===== config.mk =====
export PLATFORM = sky130hd
export DESIGN_NAME = data_register_fifo
export DESIGN_NICKNAME = d
export VERILOG_FILES = /design/src/rtl/data_register_fifo.sv
export SDC_FILE = /design/constraint.sdc
export NUM_CORES = 1
export LEC_CHECK = 0
export CELL_PAD_IN_SITES_DETAIL_PLACEMENT = 2
export CELL_PAD_IN_SITES_GLOBAL_PLACEMENT = 2
export CORE_MARGIN = 4
export CORE_UTILIZATION = 35
export DETAILED_ROUTE_END_ITERATION = 16
export PLACE_DENSITY = 0.84
export SYNTH_ARGS = -nofsm -noshare
export SYNTH_HDL_FRONTEND = slang
export SYNTH_SLANG_ARGS = --single-unit

===== constraint.sdc =====
create_clock -name clk -period 2 [get_ports clk]
set_input_delay 0.2 -clock clk [delete_from_list [all_inputs] [get_ports clk]]
set_output_delay 0.2 -clock clk [all_outputs]
set_load 0.03 [all_outputs]

===== src/rtl/data_register_fifo.sv =====
// Peripheral data-register front end feeding a small circular FIFO to a hardware consumer.
// Optional feature macro: DATA_REGISTER_FIFO_DROP_ON_FULL_EN (discard writes to a full FIFO, flag overflow).
module data_register_fifo #(
  parameter int WIDTH      = 32,
  parameter int DEPTH_LOG2 = 2
) (
  input  logic             clk,
  input  logic             rst,
  input  logic [WIDTH-1:0] writeData,
  input  logic             writeData_en,
  output logic             writeData_busy,
  output logic [WIDTH-1:0] readData,
  input  logic             readData_en,
  output logic             readData_busy,
  output logic [WIDTH-1:0] out_data,
  output logic             out_valid,
  input  logic             out_ready
);

  localparam int DEPTH  = 1 << DEPTH_LOG2;
  localparam int STAT_W = DEPTH_LOG2 + 4;
  localparam logic [DEPTH_LOG2-1:0] PTR_ONE  = DEPTH_LOG2'(1'b1);
  localparam logic [DEPTH_LOG2:0]   CNT_ONE  = (DEPTH_LOG2 + 1)'(1'b1);
  localparam logic [DEPTH_LOG2:0]   CNT_FULL = {1'b1, {DEPTH_LOG2{1'b0}}};
  localparam logic [DEPTH_LOG2:0]   CNT_ZERO = {(DEPTH_LOG2 + 1){1'b0}};

  logic [WIDTH-1:0]      mem_q [DEPTH];
  logic [DEPTH_LOG2-1:0] wr_ptr_q, wr_ptr_d;
  logic [DEPTH_LOG2-1:0] rd_ptr_q, rd_ptr_d;
  logic [DEPTH_LOG2:0]   count_q, count_d;
  logic                  wr_acc_q, wr_acc_d;
  logic                  rd_acc_q, rd_acc_d;
  logic                  ovf_q, ovf_d;

  logic full_s, empty_s, wr_new_s, rd_new_s, push_s, pop_s, drop_s;

  assign full_s   = (count_q == CNT_FULL);
  assign empty_s  = (count_q == CNT_ZERO);
  assign wr_new_s = writeData_en && !wr_acc_q;
  assign rd_new_s = readData_en && !rd_acc_q;
  assign push_s   = wr_new_s && !full_s;
  assign pop_s    = !empty_s && out_ready;

`ifdef DATA_REGISTER_FIFO_DROP_ON_FULL_EN
  assign drop_s         = wr_new_s && full_s;
  assign writeData_busy = 1'b0;
`else
  assign drop_s         = 1'b0;
  assign writeData_busy = wr_new_s && full_s;
`endif

  assign readData_busy = 1'b0;
  assign out_valid     = !empty_s;
  assign out_data      = mem_q[rd_ptr_q];

  always_comb begin
    readData                = {WIDTH{1'b0}};
    readData[STAT_W-1:0]    = {count_q, ovf_q, full_s, empty_s};
  end

  // Next-state for pointers, occupancy and the bus handshake flags.
  always_comb begin
    wr_ptr_d = wr_ptr_q;
    rd_ptr_d = rd_ptr_q;
    count_d  = count_q;
    wr_acc_d = wr_acc_q;
    rd_acc_d = readData_en;
    ovf_d    = ovf_q;

    if (push_s) begin
      wr_ptr_d = wr_ptr_q + PTR_ONE;
    end else begin
      wr_ptr_d = wr_ptr_q;
    end

    if (pop_s) begin
      rd_ptr_d = rd_ptr_q + PTR_ONE;
    end else begin
      rd_ptr_d = rd_ptr_q;
    end

    case ({push_s, pop_s})
      2'b10:   count_d = count_q + CNT_ONE;
      2'b01:   count_d = count_q - CNT_ONE;
      default: count_d = count_q;
    endcase

    // A bus write is consumed exactly once, whether stored or dropped.
    if (!writeData_en) begin
      wr_acc_d = 1'b0;
    end else if (push_s || drop_s) begin
      wr_acc_d = 1'b1;
    end else begin
      wr_acc_d = wr_acc_q;
    end

`ifdef DATA_REGISTER_FIFO_DROP_ON_FULL_EN
    if (drop_s) begin
      ovf_d = 1'b1;
    end else if (rd_new_s) begin
      ovf_d = 1'b0;
    end else begin
      ovf_d = ovf_q;
    end
`else
    ovf_d = 1'b0;
`endif
  end

  always_ff @(posedge clk) begin
    if (!rst) begin
      wr_ptr_q <= {DEPTH_LOG2{1'b0}};
      rd_ptr_q <= {DEPTH_LOG2{1'b0}};
      count_q  <= CNT_ZERO;
      wr_acc_q <= 1'b0;
      rd_acc_q <= 1'b0;
      ovf_q    <= 1'b0;
    end else begin
      wr_ptr_q <= wr_ptr_d;
      rd_ptr_q <= rd_ptr_d;
      count_q  <= count_d;
      wr_acc_q <= wr_acc_d;
      rd_acc_q <= rd_acc_d;
      ovf_q    <= ovf_d;
    end
  end

  // Storage is deliberately left unreset; only valid entries are ever exposed.
  always_ff @(posedge clk) begin
    if (rst && push_s) begin
      mem_q[wr_ptr_q] <= writeData;
    end
  end

endmodule


==> flow_summary_export.csv, run 1 <==
group,metric,value,unit
status,status,"finished, final reports clean",
worst_setup_path,crit_arrival,1780,ps
timing,setup_ws,15.1,ps
synthesis,synthMuxAreaShare,13.6,%
worst_setup_path,crit_type,"flip-flop to output port",
drt,vias,2724,
synthesis,ys_warn_count,0,
synthesis,netlist_area,0.00539,sq mm
clock_tree,clock-sinks,138,
worst_setup_path,crit_family,"multiplexers",
worst_hold_path,holdCritPathClass,"primary input to flip-flop",
power_and_ir_drop,power_switching_share,29.6,%
worst_setup_path,worstPathRequired,1800,ps
power_and_ir_drop,p_sw,0.00271,W
placement,numPortBuffers,74,
clock_tree,tritoncts,"done",
power_and_ir_drop,p_int,0.00644,W
layout,nets,413,
worst_setup_path,critPathBufInv,3,
timing,setup_viol,0,
worst_setup_path,regToRegSetupSlack,60,ps
layout,final_cells,571,
timing,hold_viol_final,0,
global_routing,grt_pass1_wl,18400,microns
layout,drive_gt1_share,36.8,%
drt,dr_wl_met2,6120,microns
drt,wl,12000,microns
drt,wl_met1,5080,microns
synthesis,synth_fa_ha_area_share,1.53,%
placement,place_ws,-182,ps
synthesis,seq_area_frac_synth,75.1,%
floorplan,die-area,0.0174,sq mm
power_and_ir_drop,pwr-share-clk,32.3,%
layout,area_delta_synth_final,32.1,%
timing,skew,8.97,ps
timing,tns,0,ps
worst_setup_path,crit_fanout,9,
floorplan,initial_core_util,35.6,%
floorplan,core-area,0.0151,sq mm
clock_tree,root_buffer,"clkbuf_16",
timing,period_needed,1980,ps
floorplan,die_h,132,microns
placement,hpwl,7710,microns
power_and_ir_drop,power_frac_seq,37.6,%
floorplan,ios,104,
worst_setup_path,slowest_stage,"mux4_2",
timing,period_share,99.2,%
power_and_ir_drop,share_comb_of_total_power,30.1,%
global_routing,grt.overflow.total,0,
synthesis,syn_inst,257,
global_routing,grt_max_degree,18,
placement,place_congestion,0.712,
power_and_ir_drop,max-vdd-ir-drop,774,uV
drt,vias_per_cell,4.77,
power_and_ir_drop,power.leakage,2.45,nW
power_and_ir_drop,finalPower,0.00915,W
drt,drc,0,
clock_tree,cts_made_buffers,17,
worst_setup_path,cpMostUsedCell,"buf_12",
clock_tree,htreeDepth,4,
synthesis,ys_types,30,
synthesis,ys_seq_elements,138,
worst_setup_path,endpoint_kind,"output port",
synthesis,synth_top_family_by_area,"multiplexers",
timing,clock.fmax,504,MHz
clock_tree,clkLatencyLatePin,430,ps
drt,wl_met3,621,microns
global_routing,grt_usage,14.5,%
synthesis,synthSimpleGateAreaFrac,2.37,%
clock_tree,clkTransAtPathRegs,60,ps
drt,wl_per_cell,20.9,microns
drt,ant_nets,0,
global_routing,grt_antenna_before_repair,0,
global_routing,grt_pass1_vias,3119,
timing,rsz0062_at_grt,"true",
power_and_ir_drop,p_per_area,1290,mW/mm^2
worst_setup_path,worstPathCellList,"buf_12 -> buf_12 -> mux4_2 -> buf_6",
synthesis,synth_compound_area_share,1.16,%
synthesis,avgSynthCellArea,21.0,sq um
placement,dp.cells,528,
drt,dr.pass1.iters,4,
floorplan,rows,45,
drt,highest_layer,"met4",
timing,slew_violations,0,
drt,first_iter_violations,156,
synthesis,synth_xor_area_share,0.325,%
worst_setup_path,max_stage_delay,520,ps
floorplan,die_w,132,microns
worst_setup_path,critPathLaunchType,"flip-flop",
clock_tree,cts_buffer_depth,2,
layout,antenna_cells,0,
job,maxCapViolCount,0,
## state kept, by name, summed over array words and instances (netlist names), named ones only
signal and count:
mem_q 128, wr_acc_q 1, rd_ptr_q 2, wr_ptr_q 2, count_q 3
## kinds of logic after synthesis
kind of cell | Yosys count
other cells | 1
mux | 33
fa+ha+maj | 6
flops | 138
xor+xnor | 2
buf+inv | 46
compound gates | 10
simple gates | 21
## cells in the mapped netlist, drive strengths merged
| cell | n | area [sq um] |
|---|---|---|
| xor2 | 1 | 8.76 |
| nand2 | 5 | 18.8 |
| ha | 5 | 62.6 |
| mux2i | 1 | 10.0 |
| a21boi | 3 | 22.5 |
| o21ai | 6 | 30.0 |
| dfxtp | 10 | 200 |
| nand3 | 1 | 10.0 |
| edfxtp | 128 | 3840 |
| nor2 | 2 | 7.51 |
| xnor2 | 1 | 8.76 |
| inv | 8 | 30.0 |
| clkbuf | 1 | 3.75 |
| nand4b | 1 | 8.76 |
| and3 | 4 | 25.0 |
| nand2b | 1 | 6.26 |
| fa | 1 | 20.0 |
| o211a | 1 | 10.0 |
| and2 | 3 | 21.3 |
| or3 | 4 | 30.0 |
| buf | 37 | 285 |
| mux4 | 32 | 721 |
| conb | 1 | 3.75 |
## worst reg2reg max path: stages, from the launching register on
cell and delay (ps):
dfxtp_4 360, or3_4 420, and2_4 160, ha_2 170, inv_1 60, fa_2 190
xor2_1 70, or3_1 320, a21boi_1 120
## power by group through the flow
stage / sequential (W) / clock [W] / combinational, W
3_3_place_gp: 0.00347 / 0 / 0.00253
5_1_grt: 0.00346 / 0.00319 / 0.00293
4_1_cts: 0.00345 / 0.00304 / 0.00270
3_5_place_dp: 0.00348 / 0 / 0.00261
6_report: 0.00344 / 0.00296 / 0.00275
2_1_floorplan: 0.00349 / 0 / 0.00167
## worst paths after layout
check | start | to | cells after the start
hold reg to reg | wr_acc_q | wr_acc_q | 1
setup reg to reg | count_q[2] | count_q[2] | 8
hold / removal | writeData_en | wr_acc_q | 2
setup / recovery | flip-flop | out_data[22] | 4
## cell usage in the layout (no fill, tap or decap), types with 3 or more instances in the layout
cell	instances
or3_1	3
clkinvlp_4	4
edfxtp_1	128
inv_1	4
dfxtp_1	5
dlygate4sd2_1	3
dfxtp_4	4
buf_2	17
buf_4	17
mux4_2	32
buf_6	15
o21ai_0	3
clkinv_2	4
nand2_1	5
and3_2	4
ha_1	4
clkbuf_16	17
buf_12	13
conb_1	28
clkdlybuf4s50_1	39
a21boi_1	3
o21ai_1	3
## area by class of cell
class                   instances  area, sq um
clock buffers                  19          433
clock inverters                13          126
fillers                      1376         8030
inverters                       8         35.0
multi-input cells             100         1140
flip-flops and latches        138         4060
well taps                     188          235
repair buffers                105         1090
## layer usage
layer,GRT usage [%],vias to the layer above
met5,0,-
met4,4.90,0
met3,5.92,14
met2,23.9,82
met1,17.2,1432
li1,-,1196
## metrics by stage
stage | utilization, % | cell area, sq um | hold WS (ps)
after floorplan | - | 5510 | 299
after global placement | 42.7 | 6460 | 472
after detailed placement | 42.7 | 6460 | 494
after CTS | 46.9 | 7110 | 349
after global routing | 47.0 | 7120 | 368
final | 47.0 | 7120 | 361
## repair_timing
| action | 4_1_cts | 5_1_grt |
|---|---|---|
| resized for setup | 110 | 35 |
| cloned | 1 | 0 |
| setup endpoints to repair | 34 | 25 |
| hold buffers | 0 | 0 |
| buffers inserted | 4 | 6 |
| pin swaps | 0 | 1 |
Power figures use the tool's default switching activity.
==> inputs of run 2 (changes only) <==
PLACE_DENSITY = 0.81   (was 0.84)
==> flow_summary_export.csv, run 2 (synthesis gave the netlist of run 1 again) <==
group,metric,value,unit
worst_setup_path,crit_type,"flip-flop to flip-flop",
clock_tree,htreeDepth,4,
global_routing,grt_usage,15.1,%
worst_hold_path,holdCritPathClass,"primary input to flip-flop",
placement,dp.cells,527,
timing,hold_viol_final,0,
drt,first_iter_violations,164,
worst_setup_path,crit_fanout,4,
placement,numPortBuffers,74,
power_and_ir_drop,max-vdd-ir-drop,602,uV
power_and_ir_drop,p_sw,0.00285,W
clock_tree,cts_buffer_depth,2,
clock_tree,clkLatencyLatePin,410,ps
layout,largest_reg_flops,128,
floorplan,die_h,132,microns
worst_setup_path,crit_arrival,2340,ps
global_routing,grt_antenna_before_repair,0,
layout,regMostFlops,"mem_q",
worst_setup_path,endpoint_kind,"flip-flop",
status,status,"finished, violations left",
drt,wl,13200,microns
power_and_ir_drop,p_int,0.00686,W
layout,layout_common_cells,"128 x edfxtp_1, 38 x clkdlybuf4s50_1, 32 x mux4_2, 28 x conb_1, 25 x buf_4",
worst_setup_path,worstPathRequired,2340,ps
placement,hpwl,8030,microns
drt,drc,0,
drt,dr.pass1.iters,4,
timing,slew_violations,0,
layout,nets,414,
worst_hold_path,min_from,"writeData_en",
layout,final_cells,572,
clock_tree,clock-sinks,138,
global_routing,grt_max_degree,26,
drt,vias,2741,
placement,place_congestion,0.698,
layout,area_delta_synth_final,32.8,%
timing,skew,7.86,ps
power_and_ir_drop,power.leakage,2.51,nW
clock_tree,root_buffer,"clkbuf_16",
power_and_ir_drop,share_comb_of_total_power,29.6,%
global_routing,grt_pass1_wl,19600,microns
timing,period_share,100,%
timing,setup_viol,1,
floorplan,rows,45,
global_routing,grt.overflow.total,0,
timing,period_needed,2000,ps
timing,tns,-3.59,ps
drt,vias_per_cell,4.79,
worst_setup_path,timing.rr.start,"count_q[0]",
worst_setup_path,regToRegSetupSlack,-4,ps
floorplan,die_w,132,microns
drt,wl_per_cell,23.0,microns
floorplan,core-area,0.0151,sq mm
clock_tree,clkTransAtPathRegs,60,ps
clock_tree,tritoncts,"done",
worst_setup_path,r2r_end,"count_q[2]",
timing,rsz0062_at_grt,"true",
power_and_ir_drop,pwr-share-clk,34.8,%
timing,setup_ws,-3.59,ps
job,maxCapViolCount,0,
layout,largestRegisters,"mem_q: 128 flops, count_q: 3 flops",
floorplan,die-area,0.0174,sq mm
power_and_ir_drop,power_switching_share,29.3,%
clock_tree,cts_made_buffers,17,
worst_setup_path,reg2regPathDepth,8,
worst_hold_path,min_to,"wr_acc_q",
floorplan,ios,104,
floorplan,initial_core_util,35.6,%
worst_setup_path,critPathLaunchType,"flip-flop",
status,violations,"setup timing",
global_routing,grt_pass1_vias,3074,
power_and_ir_drop,p_per_area,1360,mW/mm^2
drt,ant_nets,0,
power_and_ir_drop,power_frac_seq,35.6,%
timing,clock.fmax,499,MHz
layout,mostFrequentLayoutCell,"edfxtp_1",
layout,drive_gt1_share,39.2,%
worst_hold_path,min_path_cells,2,
-- run 2: changes by cell type in the layout (fill, tap and decap cells not counted), sizes merged --
cell / previous run / this run
clkdlybuf4s50: 39 / 38
bufinv: 2 / 5
buf: 63 / 62
clkbuf: 19 / 21
dlymetal6s2s: 0 / 2
dlygate4sd2: 3 / 1
clkinvlp: 4 / 3
clkinv: 6 / 4
diode: 0 / 1
-- run 2: final cells by class --
cell class,count,area (sq um)
clock inverter,13,200
sequential,138,4060
timing repair buffer,106,1020
tap,188,235
inverter,8,35.0
fill,1368,7990
clock buffer,18,429
multi-input combinational,100,1170
antenna,1,2.50
-- run 2: layer usage --
metal	track usage (%)	part of all wire, %
met1	16.9	38
met2	27.3	55
met3	5.00	5.4
met4	4.73	1.2
met5	0	0
-- run 2: timing repair --
item	CTS	global route
buffers inserted	4	7
pin swaps	5	6
hold buffers	0	0
cloned	0	2
resized for setup	79	55
endpoints found under the setup margin	31	33
-- run 2: how the worst max path moves through the flow --
stage,endpoint,depth (start not counted),from,slack (ps)
global placement,count_q[2],10,writeData_en,-70
finish,count_q[2],8,count_q[0],-4
detailed placement,count_q[2],10,writeData_en,-160
CTS,out_data[29],4,flip-flop,-130
floorplan,count_q[2],8,count_q[0],10
global route,count_q[2],8,count_q[0],-60
-- run 2: per-stage QoR --
step	cell area, sq um	worst slack, ps	hold slack, ps	total power [W]	util, %
6_report	7160	-3.59	393	0.00971	47.2
5_1_grt	7150	-58.0	392	0.0101	47.2
4_1_cts	7160	-133	377	0.00962	47.2
3_5_place_dp	6410	-160	483	0.00609	42.3
3_3_place_gp	6410	-69.6	469	0.00600	42.3
2_1_floorplan	5510	11.1	299	0.00516	-
-- run 2: power groups by stage --
stage	Sequential, W	Combinational, W	Clock [W]
2_1_floorplan	0.00349	0.00167	0
3_3_place_gp	0.00346	0.00254	0
3_5_place_dp	0.00348	0.00261	0
4_1_cts	0.00343	0.00274	0.00344
5_1_grt	0.00347	0.00303	0.00358
6_report	0.00346	0.00288	0.00338
-- run 2: critical path, cell delays in order (launching register included) --
cell	delay, ps
dfxtp_4	360
or3_4	400
and2_4	170
ha_4	160
inv_2	50
fa_2	220
xor2_2	100
or3_4	350
a21boi_2	130
==> inputs of run 3 (changes only) <==
PLACE_DENSITY = 0.8   (was 0.81)
clock period = 1.8 ns   (was 2 ns; I/O delays follow)
==> flow_summary_export.csv, run 3 (synthesis gave the netlist of run 1 again) <==
group,metric,value,unit
status,status,"finished, violations left",
status,violations,"setup timing",
timing,slew_violations,0,
worst_setup_path,endpoint_kind,"flip-flop",
worst_hold_path,holdCritPathClass,"primary input to flip-flop",
clock_tree,cts_made_buffers,17,
layout,antenna_cells,0,
drt,dr.pass1.iters,4,
drt,dr_wl_met2,6700,microns
floorplan,die_w,132,microns
clock_tree,clkLatencyLatePin,410,ps
global_routing,grt_max_degree,25,
clock_tree,tritoncts,"done",
placement,hpwl,7850,microns
floorplan,core-area,0.0151,sq mm
drt,highest_layer,"met5",
power_and_ir_drop,p_per_area,1480,mW/mm^2
drt,wl_met1,4850,microns
layout,regMostFlops,"mem_q",
timing,rsz0062_at_grt,"true",
clock_tree,htreeDepth,4,
global_routing,grt_pass1_wl,18500,microns
drt,first_iter_violations,113,
power_and_ir_drop,power.leakage,2.58,nW
timing,hold_viol_final,0,
layout,drive_gt1_share,40.6,%
layout,layout_common_cells,"128 x edfxtp_1, 40 x buf_6, 38 x clkdlybuf4s50_1, 32 x mux4_2, 28 x conb_1",
clock_tree,root_buffer,"clkbuf_16",
global_routing,grt_pass1_vias,3100,
layout,largestRegisters,"mem_q: 128 flops, count_q: 3 flops",
worst_setup_path,crit_fanout,3,
layout,fillers,1376,
placement,place_congestion,0.675,
drt,vias_per_cell,4.68,
clock_tree,clkTransAtPathRegs,50,ps
global_routing,grt.overflow.total,0,
drt,wl,12200,microns
layout,area_delta_synth_final,37.2,%
floorplan,initial_core_util,35.6,%
timing,setup_ws,-205,ps
placement,placed_cell_area,0.00645,sq mm
floorplan,die-area,0.0174,sq mm
power_and_ir_drop,p_sw,0.00309,W
drt,wl_per_cell,21.0,microns
global_routing,grt_antenna_before_repair,1,
clock_tree,cts_hold_buf,0,
power_and_ir_drop,max-vdd-ir-drop,762,uV
floorplan,ios,104,
power_and_ir_drop,power_switching_share,28.2,%
timing,skew,8.10,ps
floorplan,die_h,132,microns
timing,clock.fmax,499,MHz
global_routing,grt_usage,14.5,%
drt,wl_met3,515,microns
placement,place_ws,-308,ps
timing,period_needed,2010,ps
floorplan,rows,45,
clock_tree,clock-sinks,138,
timing,period_share,111,%
power_and_ir_drop,p_int,0.00788,W
worst_setup_path,crit_arrival,2350,ps
worst_setup_path,critPathLaunchType,"flip-flop",
drt,vias,2723,
layout,nets,427,
worst_setup_path,crit_type,"flip-flop to flip-flop",
layout,mostFrequentLayoutCell,"edfxtp_1",
layout,stdcell_area,0.00739,sq mm
power_and_ir_drop,share_comb_of_total_power,33.4,%
power_and_ir_drop,pwr-share-clk,32.0,%
power_and_ir_drop,power_frac_seq,34.7,%
timing,setup_viol,34,
drt,ant_nets,0,
worst_setup_path,worstPathRequired,2140,ps
layout,largest_reg_flops,128,
placement,numPortBuffers,74,
job,maxCapViolCount,0,
clock_tree,cts_buffer_depth,2,
drt,drc,0,
==> run 3: cell type report <==
class / instances / area [sq um] / area share [%]
multi-input cells: 100 / 1160 / 15.8
well taps: 188 / 235 / 3.18
clock inverters: 10 / 153 / 2.07
inverters: 8 / 35.0 / 0.474
flip-flops and latches: 138 / 4060 / 54.9
repair buffers: 119 / 1310 / 17.7
clock buffers: 19 / 433 / 5.86
==> run 3: power by group through the flow <==
stage	clock network, W	registers, W	logic (W)
after floorplan	0	0.00388	0.00188
after global placement	0	0.00384	0.00290
after detailed placement	0	0.00386	0.00297
after CTS	0.00360	0.00380	0.00332
after global routing	0.00373	0.00382	0.00387
final	0.00351	0.00380	0.00366
==> run 3: routing by layer <==
metal | global-route usage, % | up-vias
met5 | 0 | -
met4 | 5.60 | 2
met1 | 15.6 | 1416
li1 | - | 1224
met3 | 4.77 | 10
met2 | 26.2 | 71
==> run 3: critical path: stages (launching register included) <==
cell,delay (ps)
dfxtp_4,350
or3_4,380
and2_4,160
ha_4,160
inv_2,50
fa_2,220
xor2_2,90
or3_4,400
a21boi_2,130
==> run 3: path summary, 6_finish.rpt <==
path / end / startpoint / cells past startpoint / slack, ps
max: count_q[2] / count_q[0] / 8 / -210
min: wr_acc_q / writeData_en / 2 / 360
max reg2reg: count_q[2] / count_q[0] / 8 / -210
min reg2reg: wr_acc_q / wr_acc_q / 1 / 490
==> run 3: per-stage QoR <==
stage          cells  hold slack, ps  util, %  TNS (ps)  power (W)
4_1_cts          576             330     47.5     -5570     0.0107
5_1_grt          582             350     48.8     -6180     0.0114
6_report         582             359     48.8     -3720     0.0110
2_1_floorplan    284             279        -      -245    0.00576
3_5_place_dp     537             484     42.6     -1090    0.00683
3_3_place_gp     537             467     42.6      -362    0.00674
==> run 3: what timing repair did <==
action,CTS,global route
cloned,1,1
gates resized for setup,103,44
endpoints found under the setup margin,36,35
setup buffers,9,5
pin swaps,0,7
